File: config.mk
export PLATFORM = sky130hd
export DESIGN_NAME = serial_adder_seq_flat
export DESIGN_NICKNAME = d
export VERILOG_FILES = /design/src/rtl/serial_adder_seq_if.sv /design/src/rtl/serial_adder_seq.sv /design/src/flat_wrapper.sv
export SDC_FILE = /design/constraint.sdc
export NUM_CORES = 1
export LEC_CHECK = 0
export ABC_AREA = 1
export CAP_MARGIN = 40
export CORE_ASPECT_RATIO = 1.25
export CORE_MARGIN = 8
export CORE_UTILIZATION = 29
export DETAILED_ROUTE_END_ITERATION = 16
export GPL_TIMING_DRIVEN = 0
export PLACE_DENSITY = 0.46
export RECOVER_POWER = 100
export REMOVE_ABC_BUFFERS = 1
export SKIP_CTS_REPAIR_TIMING = 1
export SLEW_MARGIN = 20
export SYNTH_ARGS = -nofsm -noshare
export SYNTH_HDL_FRONTEND = slang
export SYNTH_SLANG_ARGS = --single-unit
File: constraint.sdc
create_clock -name clk -period 1.91 [get_ports clk]
set_input_delay 0.191 -clock clk [delete_from_list [all_inputs] [get_ports clk]]
set_output_delay 0.191 -clock clk [all_outputs]
set_load 0.02 [all_outputs]
File: src/rtl/serial_adder_seq_if.sv
// Handshake and operand/result bundle for the bit-serial adder.
// The master drives the request and operands. The slave returns status and the result.
interface serial_adder_seq_if #(
  parameter int WIDTH = 8
);
  logic             start;
  logic [WIDTH-1:0] a;
  logic [WIDTH-1:0] b;
  logic             cin;
  logic             busy;
  logic             done;
  logic [WIDTH-1:0] sum;
  logic             cout;

  modport master (output start, a, b, cin, input busy, done, sum, cout);
  modport slave  (input start, a, b, cin, output busy, done, sum, cout);
endinterface

File: src/rtl/serial_adder_seq.sv
// Bit-serial adder: one full-adder cell is reused LSB first over WIDTH cycles.
// The carry is registered between bits, and a single done pulse accompanies each result.
module serial_adder_seq #(
  parameter int WIDTH = 8
) (
  input  logic              clk,
  input  logic              rst_n,
  serial_adder_seq_if.slave bus
);
  localparam int CNT_W = $clog2(WIDTH + 1);

  typedef enum logic [1:0] {IDLE = 2'd0, SHIFT = 2'd1, DONE = 2'd2} state_t;

  state_t           state;
  logic [WIDTH-1:0] sa;
  logic [WIDTH-1:0] sb;
  logic [WIDTH-1:0] sacc;
  logic [WIDTH-1:0] sacc_nxt;
  logic [WIDTH-1:0] sum_q;
  logic [CNT_W-1:0] cnt;
  logic             c;
  logic             c_nxt;
  logic             s_bit;
  logic             busy_q;
  logic             done_q;
  logic             cout_q;

  // One-bit full-adder cell. It returns the carry and the sum as {carry, sum}.
  function automatic logic [1:0] full_add(input logic x, input logic y, input logic ci);
    return {(x & y) | (y & ci) | (x & ci), x ^ y ^ ci};
  endfunction

  always_comb begin
    {c_nxt, s_bit} = full_add(sa[0], sb[0], c);
    sacc_nxt = sacc >> 1;
    sacc_nxt[WIDTH-1] = s_bit;
  end

  always_ff @(posedge clk or negedge rst_n) begin
    if (!rst_n) begin
      state  <= IDLE;
      sa     <= '0;
      sb     <= '0;
      sacc   <= '0;
      c      <= 1'b0;
      cnt    <= '0;
      busy_q <= 1'b0;
      done_q <= 1'b0;
      sum_q  <= '0;
      cout_q <= 1'b0;
    end else begin
      case (state)
        // DONE accepts a new request directly, so results can follow back-to-back.
        IDLE, DONE: begin
          done_q <= 1'b0;
          if (bus.start) begin
            sa     <= bus.a;
            sb     <= bus.b;
            c      <= bus.cin;
            cnt    <= '0;
            busy_q <= 1'b1;
            state  <= SHIFT;
          end else begin
            state  <= IDLE;
          end
        end
        SHIFT: begin
          sa   <= sa >> 1;
          sb   <= sb >> 1;
          c    <= c_nxt;
          sacc <= sacc_nxt;
          cnt  <= cnt + CNT_W'(1);
          // Results are committed only here, so sum and cout never show a partial value.
          if (cnt == CNT_W'(WIDTH - 1)) begin
            sum_q  <= sacc_nxt;
            cout_q <= c_nxt;
            busy_q <= 1'b0;
            done_q <= 1'b1;
            state  <= DONE;
          end
        end
        default: state <= IDLE;
      endcase
    end
  end

  assign bus.busy = busy_q;
  assign bus.done = done_q;
  assign bus.sum  = sum_q;
  assign bus.cout = cout_q;
endmodule
File: src/flat_wrapper.sv
// flat-port wrapper written by rule: the top's interface ports become plain ports
module serial_adder_seq_flat 
#(
  parameter int WIDTH = 8
)
  (clk, rst_n, bus_start, bus_a, bus_b, bus_cin, bus_busy, bus_done, bus_sum, bus_cout);
  serial_adder_seq_if #(.WIDTH(WIDTH)) bus_i ();
  input  logic clk;
  input  logic rst_n;
  input wire logic [$bits(bus_i.start)-1:0] bus_start;
  input wire logic [$bits(bus_i.a)-1:0] bus_a;
  input wire logic [$bits(bus_i.b)-1:0] bus_b;
  input wire logic [$bits(bus_i.cin)-1:0] bus_cin;
  output wire logic [$bits(bus_i.busy)-1:0] bus_busy;
  output wire logic [$bits(bus_i.done)-1:0] bus_done;
  output wire logic [$bits(bus_i.sum)-1:0] bus_sum;
  output wire logic [$bits(bus_i.cout)-1:0] bus_cout;
  assign bus_i.start = bus_start;
  assign bus_i.a = bus_a;
  assign bus_i.b = bus_b;
  assign bus_i.cin = bus_cin;
  assign bus_busy = bus_i.busy;
  assign bus_done = bus_i.done;
  assign bus_sum = bus_i.sum;
  assign bus_cout = bus_i.cout;
  serial_adder_seq #(.WIDTH(WIDTH)) u_core (.clk(clk), .rst_n(rst_n), .bus(bus_i));
endmodule
Word level (Yosys, flattened, before mapping). Cells that the tools add are included.

$add $sub $neg: 1. Equality and inequality tests: 5. Multiplexer cells: 16. Bitwise operators: 7. Reduce and logical (&&, ||, !) cells: 7.

Operators with widths (count): case mux 8 bit (2 select lines) (2); 2-to-1 mux 8 bit (2); case mux 4 bit (2 select lines) (1); case mux 1 bit (2 select lines) (3); AND reduction 2 bit (3); 2-to-1 mux 1 bit (5); adder 4 x 1 -> 4 bit, second input constant (1); equality test 4 x 3 -> 1 bit, second input constant (1); 2-to-1 mux 4 bit (1); case mux 2 bit (2 select lines) (1); AND 1 bit (3); AND reduction 3 bit (1); equality test 2 x 1 -> 1 bit, second input constant (1); equality test 2 bit, second input constant (1); logical NOT 2 bit (1); 2-to-1 mux 2 bit (1); != test 2 x 1 -> 1 bit, second input constant (1); != test 2 bit, second input constant (1); bitwise OR 1 bit (2); nonzero test 2 bit (1); OR reduction 2 bit (1); bitwise XOR 1 bit (2).

Register bits: 42. Bits of input ports: 20. Output and inout bits: 11. Logic and storage cells: 46.

Longest topological paths before layout.
Depth in word-level cells: 4. Gate-level depth with buffers: 7. Mapped depth without buffers: 6.

Least setup slack after synthesis. OpenSTA, ideal clock, no wires.

Path kind: reg-to-reg. Start: reg u_core.cnt[0]. End: reg u_core.sum_q[7] (netlist: u_core.bus.sum[7]). Setup time: 0.117 ns. Arrival: 1.051 ns. Data required time: 1.793 ns. Slack: 0.742 ns. Cell stages (with the launch flop): 8. Path buffers: 1. Clock period less this slack: 1.168 ns. Path through: dfrtp_1 ha_1 nand2_1 nor2_1 nand2_1 buf_2 nand2_1 nand2_1.

Word-level cells in the longest chain between the ends: 2.

RTL lines: start, declared (line serial_adder_seq.sv:20) `logic [CNT_W-1:0] cnt;`; start signal, assigned (line serial_adder_seq.sv:72) `cnt <= cnt + CNT_W'(1);`; equality test 4 x 3 -> 1 bit (line serial_adder_seq.sv:74) `if (cnt == CNT_W'(WIDTH - 1)) begin`; AND reduction 2 bit (no source line); end signal, assigned (line serial_adder_seq.sv:75) `sum_q <= sacc_nxt;`; end, declared (line serial_adder_seq.sv:19) `logic [WIDTH-1:0] sum_q;`.

Every way passes these cells. A chain may end at the register's enable or synchronous reset.

Final worst setup path.
Start: reg u_core.state[0]. End: reg u_core.sa[5].

Word-level cells in the longest chain between the ends: 4. Elaborated cells on any way between the ends: 8. Those cells by class: eq/ne: 3; mux: 1; reduce/logical: 4.

RTL lines: start, declared (line serial_adder_seq.sv:14) `state_t state;`; start signal, assigned (line serial_adder_seq.sv:41) `state <= IDLE;`; start signal, assigned (line serial_adder_seq.sv:62) `state <= SHIFT;`; start signal, assigned (line serial_adder_seq.sv:64) `state <= IDLE;`; equality test 2 bit or logical NOT 2 bit (tied branches) (line serial_adder_seq.sv:52) `case (state)`; OR reduction 2 bit (line serial_adder_seq.sv:52); != test 2 bit (no source line) or nonzero test 2 bit (tied branches); AND reduction 2 bit (no source line); end signal, assigned (line serial_adder_seq.sv:57) `sa <= bus.a;`; end signal, assigned (line serial_adder_seq.sv:68) `sa <= sa >> 1;`; end, declared (line serial_adder_seq.sv:15) `logic [WIDTH-1:0] sa;`.

Several ways; a longest one is shown, not always the timed one.

==> summary.log <==
INFO  outcome        result_of_the_run=finished, final reports clean
INFO  sta            worst_clock_skew=0.009112ns
INFO  critical_path  required=2.15ns
INFO  placement      port-buffer-count=30
INFO  critical_path  worstSetupStartpointType=register
INFO  clock_tree     clockBufferDepth=2
INFO  die            die_x=86.48um
INFO  global_route   grt_pass1_wl=6506um
INFO  pwr            swShare=37.68%
INFO  pwr            net-switching-power=0.001391W
INFO  finish         final_area=2320um2
INFO  sta            timing.final.max_slew_violations=0
INFO  sta            max_freq=634.3MHz
INFO  clock_tree     root_buffer=sky130_fd_sc_hd__clkbuf_8
INFO  pwr            max-vdd-ir-drop=0.0005328V
INFO  pwr            cellInternalPower=0.002300W
INFO  pwr            power_frac_comb=37.2%
INFO  run            drv.max_cap_violation_count=0
INFO  pwr            sequential_group_share_of_total_power=40.1%
INFO  clock_tree     cts.reportedPaths.clkPinSlew=0.08ns
INFO  finish         final-seq-area=1026um2
INFO  pwr            p_leak=1.228nW
INFO  critical_path  critical_path_class=reg2reg
INFO  die            fp.coreArea=6086um2
INFO  synth          netlist-cell-type-count=18
INFO  global_route   grt.total_usage=9.116%
INFO  clock_tree     clock-sinks=41
INFO  die            start_util=29.58%
INFO  finish         antenna_cells_inserted=0
INFO  critical_path  worstSetupEndpointType=register
INFO  route          drtIter0Drc=58
INFO  global_route   grt_max_degree=29
INFO  route          viasPerCell=4.046
INFO  global_route   first_global_vias=1385
INFO  die            rows=32
INFO  pwr            power_density_cells=1591nW/um2
INFO  synth          synthCells=225
INFO  synth          synth.yosys.seq_area_share=56.98%
INFO  finish         filler_instances=679
INFO  sta            setup_viol=0
INFO  hold_path      min-delay-path-class=in2reg
INFO  pwr            power.clock.fraction=22.7%
INFO  placement      place_congestion=0.6604
INFO  finish         nNetsFinal=281
INFO  clock_tree     htree_levels=2
INFO  sta            timing.max_slew.rel_slack=40.29%
INFO  die            boundaryPins=31
INFO  route          wire_per_inst=10.87um
INFO  synth          synth.avg_cell_area=8.002um2
INFO  route          finalWirelength=3750um
INFO  finish         area_of_the_multi_input_gates=643.1um2
INFO  route          drt.antenna.violating_nets=0
INFO  route          dr.pass1.iters=4
INFO  die            die_area=9002um2
INFO  finish         utilization=38.12%
INFO  sta            setup-tns-final=0ns
INFO  placement      preCtsSetupSlack=0.1668ns
INFO  sta            grt_setup_unrepaired=no
INFO  sta            finalWorstPathRequiredPeriod=1.577ns
INFO  global_route   antenna_found_initial=0
INFO  placement      post_dp_cell_area=2176um2
INFO  sta            fin_crit_sh=82.55%
INFO  sta            final-hold-violation-count=0
INFO  placement      detailedPlacementHpwl=2442um
INFO  synth          synth_area=1800um2
INFO  die            dieHeight=104.1um
INFO  critical_path  cp_max_fanout=13
INFO  global_route   grt-ovfl-total=0
INFO  clock_tree     cts_tree=yes
INFO  sta            tightest_slew=0.8923ns
INFO  synth          yosysWarnings=0
INFO  clock_tree     cts_buffers=5
INFO  synth          flops_latches_synth=41
INFO  route          drc=0
INFO  clock_tree     clk-insertion-delay-late=0.30ns
INFO  critical_path  cp.arrival=1.81ns
INFO  sta            layout_setup_ws=0.3334ns
INFO  finish         layout_cells_sized_above_1=5.000%
INFO  finish         flow.area_growth_from_synthesis=28.84%
INFO  route          routed-via-count=1396
-- synth_stat cells --
cell type	instances	share of area, %
sky130_fd_sc_hd__a21oi_1	1	0.28
sky130_fd_sc_hd__buf_2	1	0.28
sky130_fd_sc_hd__buf_4	4	1.7
sky130_fd_sc_hd__buf_6	1	0.63
sky130_fd_sc_hd__dfrtp_1	41	57
sky130_fd_sc_hd__fa_1	1	1.1
sky130_fd_sc_hd__ha_1	1	0.69
sky130_fd_sc_hd__inv_1	22	4.6
sky130_fd_sc_hd__inv_2	1	0.21
sky130_fd_sc_hd__nand2_1	133	28
sky130_fd_sc_hd__nand2_2	1	0.35
sky130_fd_sc_hd__nand3_1	4	1.1
sky130_fd_sc_hd__nand4_1	1	0.35
sky130_fd_sc_hd__nor2_1	2	0.42
sky130_fd_sc_hd__nor2_2	2	0.69
sky130_fd_sc_hd__nor2_4	1	0.63
sky130_fd_sc_hd__o21ai_0	7	1.9
sky130_fd_sc_hd__or2_2	1	0.35
-- cell type report --
class | instances | area share [%]
flip-flops and latches | 41 | 44.23
inverters | 23 | 3.722
multi-input cells | 156 | 27.72
clock buffers | 5 | 2.967
well taps | 85 | 4.585
clock inverters | 3 | 2.805
repair buffers | 32 | 13.97
-- cells in the final DEF, fill, tap and decap left out, drive strengths merged --
master         netlist  routed
clkbuf               0       6
nand3                4       4
dlygate4sd3          0      12
ha                   1       1
or2                  1       1
a21oi                1       1
nand4                1       1
clkinv               0       1
bufinv               0       2
dfrtp               41      41
nor2                 5       6
nand2              134     134
inv                 23      23
clkdlybuf4s50        0      18
o21ai                7       7
buf                  6       1
fa                   1       1
-- path summary, 6_finish.rpt --
check | slack (ns) | start | cells past startpoint | endpoint
worst max-delay path | 0.33 | u_core.state[0]$_DFFE_PN0P_ | 6 | u_core.sa[5]$_DFFE_PN0P_
worst min-delay path | 0.43 | bus_a[7] | 3 | u_core.sa[7]$_DFFE_PN0P_
worst max register to register | 0.33 | u_core.state[0]$_DFFE_PN0P_ | 6 | u_core.sa[5]$_DFFE_PN0P_
worst min register to register | 0.47 | u_core.bus.busy$_DFFE_PN0P_ | 2 | u_core.bus.busy$_DFFE_PN0P_
max in group asynchronous | 0.78 | rst_n | 3 | u_core.sb[0]$_DFFE_PN0P_
min in group asynchronous | 0.49 | rst_n | 2 | u_core.sacc[5]$_DFFE_PN0N_
-- metrics by stage --
step           std cells  power, W  hold slack (ns)
2_1_floorplan        219  0.002415          -0.1046
3_3_place_gp         334  0.002922           0.4525
6_report             345  0.003691           0.4256
4_1_cts              343  0.003804          -0.2074
5_1_grt              345  0.004036           0.4396
3_5_place_dp         335  0.002943           0.1191
-- critical path, stage by stage, from the launching register on --
cell and delay, ns:
sky130_fd_sc_hd__dfrtp_1 0.41, sky130_fd_sc_hd__inv_1 0.12, sky130_fd_sc_hd__nor2_1 0.71, sky130_fd_sc_hd__nand2_1 0.10
sky130_fd_sc_hd__nand2_1 0.10, sky130_fd_sc_hd__inv_1 0.04, sky130_fd_sc_hd__nand2_1 0.05
-- cells by family after synthesis --
group	share of synthesized area [%]
AO/OA/AOI/OAI	2.223
flip-flops	56.98
buffers and inverters	7.366
AND/OR/NAND/NOR	31.62
adder cells (fa/ha/maj)	1.807
-- registers in the layout, summed over array words and instances, names as in the netlist --
signal	cells
u_core.bus.busy	1
u_core.bus.cout	1
u_core.bus.done	1
u_core.bus.sum	8
u_core.c	1
u_core.cnt	4
u_core.sa	8
u_core.sacc	7
u_core.sb	8
u_core.state	2
-- power groups by stage --
stage	Combinational [W]	Sequential (W)	Clock (W)
2_1_floorplan	0.000822	0.00159	0
3_3_place_gp	0.00142	0.00150	0
3_5_place_dp	0.00143	0.00151	0
4_1_cts	0.00145	0.00149	0.000859
5_1_grt	0.00161	0.00153	0.000894
6_report	0.00137	0.00148	0.000838
-- per-layer routing --
layer / up-vias / share of wire, % / track usage, %
li1: 734 / - / -
met5: - / 0 / 0
met3: 8 / 4.9 / 2.213
met4: 0 / 1.5 / 4.444
met2: 29 / 46 / 14.34
met1: 625 / 47 / 11.25
(Power assumes the default switching activity.)
